`src/rtl/acc_block_arbiter.sv`:
```
// Round-robin, block-granular sharing of one accelerator among NUM_CH streams; zero-latency muxing, no storage.
// Optional watchdog: define ACC_BLOCK_ARB_WATCHDOG_EN to abort blocks stalled for TIMEOUT_CYCLES cycles.
module acc_block_arbiter #(
    parameter int NUM_CH         = 4,
    parameter int BLOCK_WORDS    = 128,
    parameter int DATA_W         = 64,
    parameter int TIMEOUT_CYCLES = 1024
) (
    input  logic                       clk,
    input  logic                       rst_n,
    input  logic                       enable,
    input  logic [NUM_CH-1:0]          req_valid,
    output logic [NUM_CH-1:0]          req_ready,
    input  logic [NUM_CH*DATA_W-1:0]   req_data,
    output logic [NUM_CH-1:0]          rsp_valid,
    input  logic [NUM_CH-1:0]          rsp_ready,
    output logic [NUM_CH*DATA_W-1:0]   rsp_data,
    output logic                       acc_in_valid,
    input  logic                       acc_in_ready,
    output logic [DATA_W-1:0]          acc_in_data,
    input  logic                       acc_out_valid,
    output logic                       acc_out_ready,
    input  logic [DATA_W-1:0]          acc_out_data,
    output logic                       busy,
    output logic [$clog2(NUM_CH)-1:0]  owner,
    output logic                       timeout_err
);

    localparam int OW = $clog2(NUM_CH);
    localparam int CW = $clog2(BLOCK_WORDS);

    typedef enum logic [1:0] {
        S_IDLE,
        S_FEED,
        S_DRAIN
    } state_t;

    state_t        state_q, state_d;
    logic [OW-1:0] owner_q, owner_d;
    logic [OW-1:0] last_q, last_d;
    logic [CW-1:0] cnt_q, cnt_d;

    logic          gnt_found;
    logic [OW-1:0] gnt_idx;
    logic          in_hs, out_hs;

    // Search starts one past the previous grant so continuous requesters rotate.
    always_comb begin
        gnt_found = 1'b0;
        gnt_idx   = '0;
        for (int k = 1; k <= NUM_CH; k++) begin
            if (!gnt_found && req_valid[(int'(last_q) + k) % NUM_CH]) begin
                gnt_found = 1'b1;
                gnt_idx   = OW'((int'(last_q) + k) % NUM_CH);
            end
        end
    end

    assign in_hs  = (state_q == S_FEED)  && req_valid[owner_q] && acc_in_ready;
    assign out_hs = (state_q == S_DRAIN) && acc_out_valid && rsp_ready[owner_q];

    always_comb begin
        req_ready     = '0;
        rsp_valid     = '0;
        rsp_data      = '0;
        acc_in_valid  = 1'b0;
        acc_in_data   = '0;
        acc_out_ready = 1'b0;
        case (state_q)
            S_FEED: begin
                acc_in_valid       = req_valid[owner_q];
                req_ready[owner_q] = acc_in_ready;
                acc_in_data        = req_data[int'(owner_q)*DATA_W +: DATA_W];
            end
            S_DRAIN: begin
                rsp_valid[owner_q]                       = acc_out_valid;
                acc_out_ready                            = rsp_ready[owner_q];
                rsp_data[int'(owner_q)*DATA_W +: DATA_W] = acc_out_data;
            end
            default: ;
        endcase
    end

`ifdef ACC_BLOCK_ARB_WATCHDOG_EN
    localparam int WW = $clog2(TIMEOUT_CYCLES + 1);
    logic [WW-1:0] wd_q, wd_d;
    logic          err_q, err_d;
`endif

    always_comb begin
        state_d = state_q;
        owner_d = owner_q;
        last_d  = last_q;
        cnt_d   = cnt_q;
        case (state_q)
            S_IDLE: begin
                if (enable && gnt_found) begin
                    owner_d = gnt_idx;
                    cnt_d   = '0;
                    state_d = S_FEED;
                end
            end
            S_FEED: begin
                if (in_hs) begin
                    if (cnt_q == CW'(BLOCK_WORDS - 1)) begin
                        cnt_d   = '0;
                        state_d = S_DRAIN;
                    end else begin
                        cnt_d = cnt_q + 1'b1;
                    end
                end
            end
            S_DRAIN: begin
                if (out_hs) begin
                    if (cnt_q == CW'(BLOCK_WORDS - 1)) begin
                        cnt_d   = '0;
                        last_d  = owner_q;
                        state_d = S_IDLE;
                    end else begin
                        cnt_d = cnt_q + 1'b1;
                    end
                end
            end
            default: state_d = S_IDLE;
        endcase

`ifdef ACC_BLOCK_ARB_WATCHDOG_EN
        wd_d  = '0;
        err_d = err_q;
        if (state_q != S_IDLE && !in_hs && !out_hs && state_d == state_q) begin
            if (wd_q == WW'(TIMEOUT_CYCLES - 1)) begin
                // The stuck block is dropped; the accelerator needs a software reset.
                err_d   = 1'b1;
                last_d  = owner_q;
                cnt_d   = '0;
                state_d = S_IDLE;
            end else begin
                wd_d = wd_q + 1'b1;
            end
        end
`endif
    end

    always_ff @(posedge clk or negedge rst_n) begin
        if (!rst_n) begin
            state_q <= S_IDLE;
            owner_q <= '0;
            last_q  <= OW'(NUM_CH - 1);
            cnt_q   <= '0;
        end else begin
            state_q <= state_d;
            owner_q <= owner_d;
            last_q  <= last_d;
            cnt_q   <= cnt_d;
        end
    end

`ifdef ACC_BLOCK_ARB_WATCHDOG_EN
    always_ff @(posedge clk or negedge rst_n) begin
        if (!rst_n) begin
            wd_q  <= '0;
            err_q <= 1'b0;
        end else begin
            wd_q  <= wd_d;
            err_q <= err_d;
        end
    end

    assign timeout_err = err_q;
`else
    // Without the watchdog the flag is constant low; the limit only matters when the feature is built.
    assign timeout_err = (TIMEOUT_CYCLES < 0);
`endif

    assign busy  = (state_q != S_IDLE);
    assign owner = owner_q;

endmodule

```
`config.mk`:
```
export PLATFORM = sky130hd
export DESIGN_NAME = acc_block_arbiter
export DESIGN_NICKNAME = d
export VERILOG_FILES = /design/src/rtl/acc_block_arbiter.sv
export SDC_FILE = /design/constraint.sdc
export NUM_CORES = 1
export LEC_CHECK = 0
export CAP_MARGIN = 20
export CORE_AREA = 10 10 255 257
export DETAILED_ROUTE_END_ITERATION = 16
export DIE_AREA = 0 0 265 267
export SETUP_SLACK_MARGIN = 0.02
export SLEW_MARGIN = 20
export SYNTH_ARGS = -nofsm -noshare
export SYNTH_HDL_FRONTEND = slang
export SYNTH_SLANG_ARGS = --single-unit
```
`constraint.sdc`:
```
create_clock -name clk -period 2.86 [get_ports clk]
set_clock_uncertainty 0.05 [all_clocks]
set_input_delay 0.286 -clock clk [delete_from_list [all_inputs] [get_ports clk]]
set_output_delay 0.286 -clock clk [all_outputs]
set_load 0.02 [all_outputs]
```
* Word level (Yosys, flattened, before mapping)
Cells that the tools add are included.
Word-level totals: output and inout bits 334, register bits after elaboration 13, input bits 333, logic and storage cells 100
Cells by class: equality and inequality tests 8, mux-type cells 43, $add $sub $neg 6, bitwise operators 7, reduce and logical (&&, ||, !) cells 23, shift operators 3, order comparisons 6
Operator list (count):
- $and A256 B256 Y256 | 1
- $mux W256 | 1
- $shift A64 B33 Y256 const A | 1
- $shiftx A256 B9 Y64 | 1
- $shiftx A64 B33 Y256 | 1
- $mux W64 | 1
- $neg A8 Y33 | 1
- $mux W7 | 4
- $pmux W7 S3 | 1
- $mux W2 | 9
- $mux W1 | 17
- $lt A3 B4 Y1 const B | 4
- $bmux W1 S2 | 6
- $logic_and A1 B1 Y1 | 9
- $and A4 B4 Y4 | 2
- $mux W4 | 2
- $reduce_or A2 Y1 | 4
- $add A7 B1 Y7 const B | 1
- $eq A7 B7 Y1 const B | 1
- $ne A2 B2 Y1 const B | 3
- $pmux W2 S3 | 1
- $reduce_and A5 Y1 | 1
- $add A2 B1 Y2 const B | 2
- $add A2 B2 Y2 const B | 2
- 14 further kinds | 20

* Logic depth before layout (Yosys ltp)
depth after elaboration 19, mapped depth 10, mapped depth without buffers 6

* Least setup slack after synthesis
Ideal clock, no wire load.
kind register to output, start point reg owner_q[1] (netlist: owner[1]), end point out rsp_data[10], path slack 78 ps, data arrival time 2446 ps, required time 2524 ps, stages on the path, launching flop included 10, buffers on the path 4, path through dfrtp_1 -> buf_4 -> buf_2 -> buf_2 -> inv_1 -> ha_1 -> nand4b_1 -> nor2_1 -> clkbuf_1 -> and2_1
On the way: word-level cells in the longest chain between the ends 4, elaborated cells between the ends (all ways) 5, classes of those cells add/sub: 1; shift: 2; mux: 1; bitwise: 1
RTL lines:
- start: declaration | RTL line 39 | logic [OW-1:0] owner_q, owner_d;
- start signal: assignment | RTL line 152 | owner_q <= owner_d;
- $neg A8 Y33 * | RTL line 78 | rsp_data[int'(owner_q)*DATA_W +: DATA_W] = acc_out_data;
- $shiftx A64 B33 Y256 or $shift A64 B33 Y256 (tied branches) | RTL line 78
- $and A256 B256 Y256 (no line) *
- $mux W256 * | RTL line 69 | case (state_q)
- end: declaration | RTL line 17 | output logic [NUM_CH*DATA_W-1:0] rsp_data,
Mark *: on every way between the ends. The rest lies on a longest branch, timed or not.

* Worst setup path after layout
start point reg owner_q[1] (netlist: owner[1]), end point out acc_in_data[51]
On the way: word-level cells in the longest chain between the ends 2
RTL lines:
- $shiftx A256 B9 Y64 | RTL line 73 | acc_in_data = req_data[int'(owner_q)*DATA_W +: DATA_W];
- $mux W64 | RTL line 69
- end: declaration | RTL line 20 | output logic [DATA_W-1:0] acc_in_data,
Every way passes these cells.

==> results.json <==
{
  "finish.net_count": 1541,
  "hold_buffers": 0,
  "dpl.hpwl_um": 38260,
  "slowest_stage": "clkdlybuf4s50_1",
  "routed_wirelength_um": 44550,
  "cts_made_buffers": 3,
  "viasPerCell": 3.521,
  "clock_tree.root_cell": "clkbuf_16",
  "setup_violations": 0,
  "synth_seq_cells": 13,
  "slew_headroom_pct": 59.86,
  "clock_tree.buffer_depth": 2,
  "core_area_um2": 59910,
  "max-cap-violations": 0,
  "slew_violations": 0,
  "totalNegativeSetupSlack_ns": 0,
  "grt_overflow": 0,
  "synth_top_cell_area_share_pct": 41.63,
  "grt_start_max_net_pins": 65,
  "clk_latency_ns": 0.25,
  "stage_delay_of_the_slowest_cell_on_the_critical_path_ns": 0.55,
  "cts_setup_buffers": 0,
  "worst_min_delay_path_category": "primary input to asynchronous set/reset pin",
  "start_util_pct": 8.026,
  "result_of_the_run": "complete, no violations",
  "fp-row-count": 90,
  "r2r_start": "state_q[0]",
  "die_y_um": 267,
  "seq_area_frac_synth_pct": 6.818,
  "post_synth_instance_area_um2": 4808,
  "post_route_cells_drive_above_1_share_pct": 12.04,
  "placed_area_um2": 12660,
  "clkSinkCount": 13,
  "static-leakage-power_nw": 5.832,
  "crit-reg2reg-capture": "cnt_q[0]",
  "initial_antenna_violation_count": 5,
  "place.port_buffers": 665,
  "r2r.worst_path.cells": 6,
  "final_common_cell": "clkdlybuf4s50_1",
  "io_pins": 667,
  "synthDominantAreaCellType": "and2_1",
  "routed-via-count": 6968,
  "critical_path_arrival_ns": 2.41,
  "first_pass_grt_wire_length_um": 59940,
  "worst_ir_drop_vdd_v": 0.0004175,
  "p_per_area_nw_per_um2": 460.5,
  "postRouteAntennaNets": 0,
  "initialDrtViolationCount": 326,
  "post-route-min-period_ns": 2.748,
  "synth_warnings": 0,
  "crit_type": "flop to primary output",
  "worst-slew-pin-transition_ns": 0.6002,
  "layout-area-overhead-vs-synth_pct": 161.3,
  "max_freq_mhz": 363.9,
  "synth.area.top_cells": "and2_1 (42%), mux4_2 (30%), dfrtp_1 (5.7%), clkbuf_1 (2.9%), ha_1 (2.9%)",
  "tritoncts_clock_tree": "built",
  "hold_viol_final": 0,
  "synth_cells": 558,
  "setup.reg_to_reg.worst_slack_ns": 0.58,
  "required_ns": 2.52,
  "synth.net_count": 902,
  "globalplace.congestion": 0.8518,
  "grt_setup_unrepaired": "false",
  "first_global_vias": 7552,
  "setup.worst_path.start_class": "flop",
  "drt_pass1_iterations": 4,
  "number_of_unique_standard_cell_types_used_by_synthesis": 41,
  "clkSlewWorstSetupHoldPaths_ns": 0.05,
  "wl_per_cell_um": 22.51,
  "final_min_period_over_clock_period_pct": 96.10,
  "layout.cells.most_common_list": "clkdlybuf4s50_1 (385), and2_1 (320), dlygate4sd2_1 (240)",
  "post-route-drc-count": 0,
  "chipWidth_um": 265,
  "cts-htree-levels": 1,
  "worst-path-max-fanout": 64,
  "grt_usage_pct": 11.46,
  "average_size_of_a_mapped_cell_um2": 8.617,
  "die_area_um2": 70760,
  "timing.critical_path.to_type": "primary output",
  "final_design_area_no_fill_um2": 12570,
  "critical_path.cell_chain": "buf_4, buf_12, mux4_2, and2_1, clkdlybuf4s50_1"
}
## cell type report
type | count | area, µm²
Antenna cell | 1 | 2.502
Clock buffer | 3 | 75.07
Clock inverter | 1 | 5.005
Fill cell | 6613 | 47340
Inverter | 9 | 33.78
Multi-Input combinational cell | 485 | 4239
Sequential cell | 13 | 335.3
Tap cell | 782 | 978.4
Timing Repair Buffer | 685 | 6897
## cells by family after synthesis
logic type | count (synthesis) | synth area share, %
simple gates | 373 | 47.80
mux | 76 | 32.60
buf+inv | 60 | 5.464
compound gates | 24 | 4.372
flops | 13 | 6.817
fa+ha+maj | 11 | 2.862
other cells | 1 | 0.07799
## Yosys cell counts
cell type,number
dfrtp_1,11
nor3b_1,1
buf_2,9
nand3b_1,3
inv_1,9
nand2b_1,2
or3_1,1
ha_1,11
and3_1,11
mux2_2,4
o22ai_1,1
o41ai_2,1
o2bb2ai_1,5
nor2_1,5
nand3_2,1
mux2i_1,7
mux4_2,64
conb_1,1
or4_1,1
and2_1,320
o221ai_2,1
and4_1,2
or2_2,1
mux2_1,1
buf_6,2
nand4b_1,1
dfstp_2,2
nor2b_1,2
nand4_1,3
o211ai_1,1
nor2_2,1
nand2_1,14
o221ai_4,1
a21oi_1,2
o221a_2,1
clkbuf_1,37
buf_4,3
a211o_1,1
o21ai_0,6
nand3_1,4
o2111ai_1,4
## metrics by stage
stage	utilization (%)	hold WS [ns]	instances	power (mW)	setup slack, ns
after global routing	20.97	0.4168	1978	6.181	0.02680
after global placement	21.14	0.4439	1971	5.496	0.1050
after floorplan	-	-0.05959	558	3.165	0.07840
after detailed placement	21.14	0.4545	1971	5.544	0.1090
final	20.98	0.3718	1979	5.787	0.1116
after CTS	20.91	0.3918	1977	5.879	0.06054
## state kept, by name, indices dropped and copies added (netlist names)
name,flops
state_q,2
cnt_q,7
last_q,2
owner,2
## critical path: cells and delay by family (launching register included)
kind | cells | cell delay [ns]
flip-flops | 1 | 0.39
buffers and inverters | 3 | 1.04
AND/OR/NAND/NOR | 1 | 0.18
multiplexers | 1 | 0.39
## power by group
group	switching (mW)	internal [mW]	total, mW	leakage, nW
Clock	0.0830	0.186	0.269	0.0409
Sequential	0.0525	0.242	0.294	0.163
Combinational	2.54	2.69	5.22	5.63
## per-layer routing
layer	GRT usage [%]	vias to the layer above	share of wire [%]
met1	12.98	3389	39
met4	1.460	2	1.1
met3	4.270	21	9.7
met2	20.62	365	50
li1	-	3191	-
met5	0	-	0.029
## worst max-delay path by stage
| stage | startpoint | endpoint | slack (ns) | cells past startpoint |
|---|---|---|---|---|
| after floorplan | owner[1] | rsp_data[10] | 0.08 | 9 |
| after global placement | owner[0] | acc_in_data[0] | 0.10 | 5 |
| after detailed placement | owner[0] | acc_in_data[0] | 0.11 | 5 |
| after CTS | owner[0] | acc_in_data[62] | 0.06 | 5 |
| after global routing | owner[0] | acc_in_data[31] | 0.03 | 5 |
| final | owner[1] | acc_in_data[51] | 0.11 | 5 |
## what timing repair did
| action | CTS | global route |
|---|---|---|
| setup endpoints to repair | 254 | 30 |
| resized for setup | 242 | 6 |
| cloned | 2 | 1 |
| pin swaps | 0 | 0 |
Power figures use the tool's default switching activity.
